--- src/rtl/seq_alu.sv ---
// Multi-cycle ALU with registered outputs, start/done handshake and iterative MUL/DIVU/REMU.
// Optional feature macro: ALU_MULDIV_EN (iterative multiply/divide and the RUN state).
module seq_alu #(
    parameter int unsigned WIDTH = 32
) (
    input  logic             iCLK,
    input  logic             iRST_n,
    input  logic             iStart,
    input  logic [4:0]       iControl,
    input  logic [WIDTH-1:0] iA,
    input  logic [WIDTH-1:0] iB,
    output logic [WIDTH-1:0] oResult,
    output logic             oZero,
    output logic             oBusy,
    output logic             oDone
);

    localparam logic [4:0] ALU_AND  = 5'd0;
    localparam logic [4:0] ALU_OR   = 5'd1;
    localparam logic [4:0] ALU_ADD  = 5'd2;
    localparam logic [4:0] ALU_SUB  = 5'd6;
    localparam logic [4:0] ALU_SLT  = 5'd7;
`ifdef ALU_MULDIV_EN
    localparam logic [4:0] ALU_MUL  = 5'd8;
    localparam logic [4:0] ALU_DIVU = 5'd9;
    localparam logic [4:0] ALU_REMU = 5'd10;
    localparam int unsigned CNT_W   = $clog2(WIDTH) + 1;

    typedef enum logic [1:0] {S_IDLE, S_RUN, S_DONE} state_e;
`else
    typedef enum logic {S_IDLE, S_DONE} state_e;
`endif

    state_e           state_q, state_d;
    logic [WIDTH-1:0] result_q, result_d;
    logic             zero_q, zero_d;
    logic             done_q, done_d;
    logic [WIDTH-1:0] alu_res;

`ifdef ALU_MULDIV_EN
    logic             busy_q, busy_d;
    logic [CNT_W-1:0] cnt_q, cnt_d;
    logic [4:0]       op_q, op_d;
    // acc: product accumulator (MUL) or partial remainder (DIV/REM)
    // opa: shifting multiplicand (MUL) or dividend-in / quotient-out (DIV/REM)
    // opb: shifting multiplier (MUL) or divisor (DIV/REM)
    logic [WIDTH-1:0] acc_q, acc_d;
    logic [WIDTH-1:0] opa_q, opa_d;
    logic [WIDTH-1:0] opb_q, opb_d;
    logic [WIDTH:0]   rem_sh;
    logic [WIDTH:0]   diff;
    logic             is_iter;
    logic [WIDTH-1:0] iter_res;

    assign is_iter = (iControl == ALU_MUL) || (iControl == ALU_DIVU) || (iControl == ALU_REMU);
`endif

    always_comb begin
        case (iControl)
            ALU_AND: alu_res = iA & iB;
            ALU_OR:  alu_res = iA | iB;
            ALU_ADD: alu_res = iA + iB;
            ALU_SUB: alu_res = iA - iB;
            ALU_SLT: alu_res = {{(WIDTH-1){1'b0}}, ($signed(iA) < $signed(iB))};
            default: alu_res = iA;
        endcase
    end

    always_comb begin
        state_d  = state_q;
        result_d = result_q;
        zero_d   = zero_q;
        done_d   = 1'b0;
`ifdef ALU_MULDIV_EN
        busy_d   = busy_q;
        cnt_d    = cnt_q;
        op_d     = op_q;
        acc_d    = acc_q;
        opa_d    = opa_q;
        opb_d    = opb_q;
        rem_sh   = '0;
        diff     = '0;
        iter_res = '0;
`endif
        case (state_q)
            S_IDLE, S_DONE: begin
                state_d = S_IDLE;
                if (iStart) begin
`ifdef ALU_MULDIV_EN
                    if (is_iter) begin
                        state_d = S_RUN;
                        busy_d  = 1'b1;
                        cnt_d   = CNT_W'(WIDTH);
                        op_d    = iControl;
                        acc_d   = '0;
                        opa_d   = iA;
                        opb_d   = iB;
                    end else
`endif
                    begin
                        state_d  = S_DONE;
                        done_d   = 1'b1;
                        result_d = alu_res;
                        zero_d   = ~|alu_res;
                    end
                end
            end
`ifdef ALU_MULDIV_EN
            S_RUN: begin
                cnt_d = cnt_q - CNT_W'(1);
                if (op_q == ALU_MUL) begin
                    acc_d = acc_q + (opb_q[0] ? opa_q : '0);
                    opa_d = opa_q << 1;
                    opb_d = opb_q >> 1;
                end else begin
                    // A zero divisor never borrows: quotient fills with ones, remainder ends as A
                    rem_sh = {acc_q, opa_q[WIDTH-1]};
                    diff   = rem_sh - {1'b0, opb_q};
                    if (!diff[WIDTH]) begin
                        acc_d = diff[WIDTH-1:0];
                        opa_d = {opa_q[WIDTH-2:0], 1'b1};
                    end else begin
                        acc_d = rem_sh[WIDTH-1:0];
                        opa_d = {opa_q[WIDTH-2:0], 1'b0};
                    end
                end
                if (cnt_q == CNT_W'(1)) begin
                    iter_res = (op_q == ALU_DIVU) ? opa_d : acc_d;
                    state_d  = S_DONE;
                    busy_d   = 1'b0;
                    done_d   = 1'b1;
                    result_d = iter_res;
                    zero_d   = ~|iter_res;
                end
            end
            default: state_d = S_IDLE;
`endif
        endcase
    end

    always_ff @(posedge iCLK or negedge iRST_n) begin
        if (!iRST_n) begin
            state_q  <= S_IDLE;
            result_q <= '0;
            zero_q   <= 1'b1;
            done_q   <= 1'b0;
`ifdef ALU_MULDIV_EN
            busy_q   <= 1'b0;
            cnt_q    <= '0;
            op_q     <= '0;
            acc_q    <= '0;
            opa_q    <= '0;
            opb_q    <= '0;
`endif
        end else begin
            state_q  <= state_d;
            result_q <= result_d;
            zero_q   <= zero_d;
            done_q   <= done_d;
`ifdef ALU_MULDIV_EN
            busy_q   <= busy_d;
            cnt_q    <= cnt_d;
            op_q     <= op_d;
            acc_q    <= acc_d;
            opa_q    <= opa_d;
            opb_q    <= opb_d;
`endif
        end
    end

    assign oResult = result_q;
    assign oZero   = zero_q;
    assign oDone   = done_q;
`ifdef ALU_MULDIV_EN
    assign oBusy   = busy_q;
`else
    assign oBusy   = 1'b0;
`endif

endmodule

--- config.mk ---
export PLATFORM = sky130hd
export DESIGN_NAME = seq_alu
export DESIGN_NICKNAME = d
export VERILOG_FILES = /design/src/rtl/seq_alu.sv
export SDC_FILE = /design/constraint.sdc
export NUM_CORES = 1
export LEC_CHECK = 0
export CORE_MARGIN = 4
export CORE_UTILIZATION = 50
export DETAILED_ROUTE_END_ITERATION = 16
export GPL_TIMING_DRIVEN = 1
export PLACE_DENSITY = 0.77
export SYNTH_ARGS = -nofsm -noshare
export SYNTH_HDL_FRONTEND = slang
export SYNTH_SLANG_ARGS = --single-unit
--- constraint.sdc ---
create_clock -name iCLK -period 0.9 [get_ports iCLK]
set_input_delay 0.135 -clock iCLK [delete_from_list [all_inputs] [get_ports iCLK]]
set_output_delay 0.135 -clock iCLK [all_outputs]
set_load 0.02 [all_outputs]
==> results of run 1 <==
-- layer usage --
layer | track usage | GRT overflow
met4 | 0.738 | 35
met5 | 0.0451 | 0
met1 | 0.691 | 3
met3 | 0.517 | 1
met2 | 0.906 | 30
-- cells by family after synthesis --
logic type	count (synthesis)	share of synthesized area
compound gates	320	0.336
xor+xnor	19	0.0251
fa+ha+maj	102	0.195
buf+inv	140	0.0821
flops	34	0.129
mux	12	0.0200
other cells	1	0.000567
simple gates	285	0.213
-- repair_timing --
action / CTS
pin swaps: 126
buffers inserted: 73
endpoints found under the hold margin: 0
endpoints found under the setup margin: 67
gates resized for setup: 569
-- metrics by stage --
step	std cells	area, um2	setup slack (ps)	setup TNS [ps]	hold slack (ps)
2_1_floorplan	913	7210	-2000	-42230	-161
3_3_place_gp	1487	10800	-3050	-81410	494
3_5_place_dp	1487	10800	-3180	-83590	491
4_1_cts	1553	12400	-2250	-53890	242
==> results.json, run 1 <==
{
  "synth_async_sr_flop_share": 1.00,
  "gp_congestion": 1.07,
  "dp_hpwl_um": 24800,
  "htree_levels": 2,
  "synth-edff-count": 0,
  "synth_top_area_share": 0.189,
  "initial_core_util": 0.518,
  "die_w_um": 123,
  "ios": 107,
  "grt_max_degree": 35,
  "syn-num-nets": 1087,
  "seq_area_frac_synth": 0.129,
  "grt_pass1_vias": 13493,
  "ctsRootBufferMaster": "clkbuf_16",
  "clockBufferDepth": 2,
  "ys_types": 82,
  "status": "did not finish",
  "netlist_area_um2": 6620,
  "yosysMostFrequentCell": "ha_1",
  "io_buffers": 105,
  "synth_flop_cell": "dfrtp_1",
  "cts.sinks": 34,
  "yosys_register_bits": 34,
  "syn_avg_cell_area_um2": 7.25,
  "synth_top_cell_by_area": "ha_1",
  "die_h_um": 123,
  "grt_overflow": 69,
  "yosys-top-cells-count": "ha_1, inv_1, a21oi_1, nor2_1",
  "grt_first_pass_wirelength_um": 81700,
  "syn_inst": 913,
  "track_usage": 0.703,
  "rows": 41,
  "yosys_warnings": 0,
  "failed_stage": "global routing (5_1_grt)",
  "cts-buffers-inserted": 5,
  "yosys-top-cells-area": "ha_1, dfrtp_1, a21oi_1",
  "error_line": "[ERROR GRT-0116] Global routing finished with congestion. Check the congestion regions in the DRC Viewer.",
  "holdBufCountCts": 0
}
==> inputs of run 2 (changes only) <==
Settings changed: CORE_UTILIZATION 50 to 35, PLACE_DENSITY 0.77 to default, PLACE_DENSITY_LB_ADDON from default to 0.15.
==> results.json, run 2 <==
{
  "ctsRootBufferMaster": "clkbuf_16",
  "grt_first_pass_wirelength_um": 48800,
  "initial_core_util": 0.355,
  "synth-edff-count": 0,
  "grt_max_degree": 35,
  "hold_viol_final": 0,
  "final_cell_mix": "buf_4, buf_6, nor2_1",
  "yosys-top-cells-area": "ha_1, dfrtp_1, a21oi_1",
  "hold-worst-slack_ps": 225,
  "finalSetupViolations": 67,
  "setup_ws_ps": -2350,
  "seq_area_frac_synth": 0.129,
  "cp_data_arrival_time_ps": 3430,
  "r2r-end": "oResult[15]$_DFFE_PN0P_",
  "clk_latency_ps": 270,
  "p_leak_nw": 5.99,
  "holdBufCountCts": 0,
  "drv_cap": 0,
  "period_share": 3.62,
  "largest_register_ffs": 32,
  "grt_overflow": 0,
  "startpoint_type": "input pin",
  "via_per_inst": 5.56,
  "wl_per_cell_um": 19.3,
  "max_stage_delay_ps": 450,
  "required_ps": 1080,
  "slew_viol_final": 0,
  "netlist_area_um2": 6620,
  "post-route-min-period_ps": 3250,
  "cts_tree": "done",
  "dr_wl_met2_um": 15600,
  "cp_max_fo": 3,
  "htree_levels": 2,
  "reg2reg_slack_ps": -20,
  "met3_length_um": 1880,
  "final_util": 0.715,
  "io_buffers": 105,
  "synth_flop_cell": "dfrtp_1",
  "ios": 107,
  "yosysMostFrequentCell": "ha_1",
  "synth_top_cell_by_area": "ha_1",
  "cts-buffers-inserted": 5,
  "area_growth_pct": 101,
  "clock.fmax_mhz": 307,
  "syn-num-nets": 1087,
  "end_kind": "register",
  "worst_pin_slew_ps": 554,
  "path_clk_slew_ps": 60,
  "dp_slack_ps": -3170,
  "die_area_um2": 21200,
  "dp_hpwl_um": 24600,
  "antenna_found_initial": 0,
  "wl_um": 32200,
  "drc": 0,
  "p_per_area_nw_per_um2": 915,
  "synth_top_area_share": 0.189,
  "wl_met1_um": 13300,
  "synth_async_sr_flop_share": 1.00,
  "vdd_drop_max_mv": 0.976,
  "core_um2": 18600,
  "yosys-top-cells-count": "ha_1, inv_1, a21oi_1, nor2_1",
  "cpMostUsedCell": "buf_6",
  "dpl-instance-area_um2": 11200,
  "status": "finished, violations left",
  "final_common_cell": "buf_4",
  "syn_inst": 913,
  "crit_path_top_delay_cell": "a2111oi_4",
  "n_antenna_cell": 0,
  "syn_avg_cell_area_um2": 7.25,
  "yosys_warnings": 0,
  "num_vias": 9310,
  "drt_pre_antenna_iters": 5,
  "crit_chain": "buf_8, ha_4, fa_2, a21o_1, a221o_1, buf_6, a2111oi_4, nor2_2, buf_6, a21oi_2, nand3_1, o211ai_1, nand2_1, nor4_1, buf_4, nand4_1, o41ai_2",
  "drt_iter0_drc": 646,
  "grt_pass1_vias": 9154,
  "drive_above_1_share": 0.584,
  "ff2ff_path_depth": 2,
  "relSlewSlack": 0.627,
  "die_h_um": 146,
  "rows": 50,
  "r2r-start": "oResult[15]$_DFFE_PN0P_",
  "rsz0062_at_grt": "true",
  "failed_checks": "setup timing",
  "cts.sinks": 34,
  "skew_ps": 0,
  "clockBufferDepth": 2,
  "worstHoldPathType": "in -> async",
  "die_w_um": 146,
  "top_layer_used": "met4",
  "ys_types": 82,
  "critical_path_class": "in -> reg",
  "fin_area_um2": 13300,
  "track_usage": 0.281,
  "gp_congestion": 0.972,
  "fin_nets": 1612,
  "ant_nets": 0,
  "yosys_register_bits": 34
}
-- run 2: metal layers --
metal | GRT usage | vias up
li1 | - | 4391
met1 | 0.352 | 4425
met2 | 0.494 | 376
met3 | 0.0367 | 118
met4 | 0.106 | 0
met5 | 0 | -
-- run 2: timing repair --
action	in CTS	in global routing
endpoints found under the setup margin	67	68
resized for setup	515	159
setup buffers	66	41
pin swaps	130	94
-- run 2: worst max-delay path by stage --
stage | from | endpoint | slack (ps) | depth (start not counted)
3_5_place_dp | iA[0] | oResult[31]$_DFFE_PN0P_ | -3170 | 17
4_1_cts | iB[0] | oZero$_DFFE_PN1P_ | -2390 | 16
6_report | iA[0] | oZero$_DFFE_PN1P_ | -2350 | 17
3_3_place_gp | iA[0] | oResult[31]$_DFFE_PN0P_ | -3180 | 17
2_1_floorplan | iA[0] | oZero$_DFFE_PN1P_ | -2000 | 13
5_1_grt | iA[0] | oZero$_DFFE_PN1P_ | -2500 | 16
-- run 2: layout make-up --
class                           instances  area [um2]
Clock inverter                          1        30.0
Clock buffer                            7         133
Timing Repair Buffer                  567        4690
Sequential cell                        34         852
Tap cell                              234         293
Fill cell                            1467        5310
Multi-Input combinational cell        739        6900
Inverter                               91         437
-- run 2: kinds of logic (layout without fill, tap and decap cells) --
logic type | after synthesis | after routing | share of synthesized area
other cells | 1 | 1 | 0.000567
flops | 34 | 34 | 0.129
xor+xnor | 19 | 19 | 0.0251
mux | 12 | 12 | 0.0200
compound gates | 320 | 320 | 0.336
simple gates | 285 | 285 | 0.213
fa+ha+maj | 102 | 102 | 0.195
buf+inv | 140 | 666 | 0.0821
-- run 2: through the flow --
step / instances / setup TNS (ps) / power, mW
2_1_floorplan: 913 / -42230 / 4.96
3_3_place_gp: 1582 / -85610 / 8.52
3_5_place_dp: 1582 / -86400 / 8.55
4_1_cts: 1641 / -57260 / 11.5
5_1_grt: 1673 / -58180 / 12.8
6_report: 1673 / -54500 / 12.2
-- run 2: worst max-delay path, delay by kind of cell --
kind	cells	cell delay, ps
buf+inv	4	540
fa+ha+maj	2	510
simple gates	5	670
compound gates	6	1570
-- run 2: power breakdown --
part	internal, mW	total (mW)	switching (mW)
registers	1.72	1.88	0.164
logic	4.35	8.39	4.04
clock network	1.31	1.92	0.613
Power figures use the tool's default switching activity.
==> inputs of run 3 (changes only) <==
Settings changed: CORE_UTILIZATION 35 to 55.
==> results.json, run 3 <==
{
  "yosys-top-cells-area": "ha_1, dfrtp_1, a21oi_1",
  "syn_avg_cell_area_um2": 7.25,
  "synth_top_cell_by_area": "ha_1",
  "yosys_warnings": 0,
  "io_buffers": 105,
  "holdBufCountCts": 0,
  "initial_core_util": 0.570,
  "seq_area_frac_synth": 0.129,
  "yosys-top-cells-count": "ha_1, inv_1, a21oi_1, nor2_1",
  "synth_top_area_share": 0.189,
  "syn-num-nets": 1087,
  "yosys_register_bits": 34,
  "dp_slack_ps": -3450,
  "ctsRootBufferMaster": "clkbuf_16",
  "error_line": "[ERROR DPL-0038] Utilization greater than 100%, impossible to legalize",
  "syn_inst": 913,
  "ys_types": 82,
  "synth_async_sr_flop_share": 1.00,
  "dp_hpwl_um": 28400,
  "ios": 107,
  "htree_levels": 2,
  "cts_resized": 648,
  "place_inst": 1456,
  "yosysMostFrequentCell": "ha_1",
  "status": "did not finish",
  "die_w_um": 118,
  "netlist_area_um2": 6620,
  "post_cts_buffers": 87,
  "cts-buffers-inserted": 5,
  "synth-edff-count": 0,
  "failed_stage": "clock tree synthesis (4_1_cts)",
  "synth_flop_cell": "dfrtp_1",
  "rows": 39,
  "die_h_um": 118,
  "clockBufferDepth": 2,
  "gp_congestion": 1.08,
  "cts.sinks": 34
}
## run 3: stage by stage
step	cell area [um2]	hold WS [ps]
2_1_floorplan	7210	-161
3_3_place_gp	10800	389
3_5_place_dp	10800	393
## run 3: kinds of logic after synthesis
| logic type | Yosys count | share of synthesized area |
|---|---|---|
| other | 1 | 0.000567 |
| DFF | 34 | 0.129 |
| adders and majority gates | 102 | 0.195 |
| muxes | 12 | 0.0200 |
| xor gates and xnor gates | 19 | 0.0251 |
| and+or+nand+nor | 285 | 0.213 |
| buffers and inverters | 140 | 0.0821 |
| AOI/OAI and AO/OA | 320 | 0.336 |
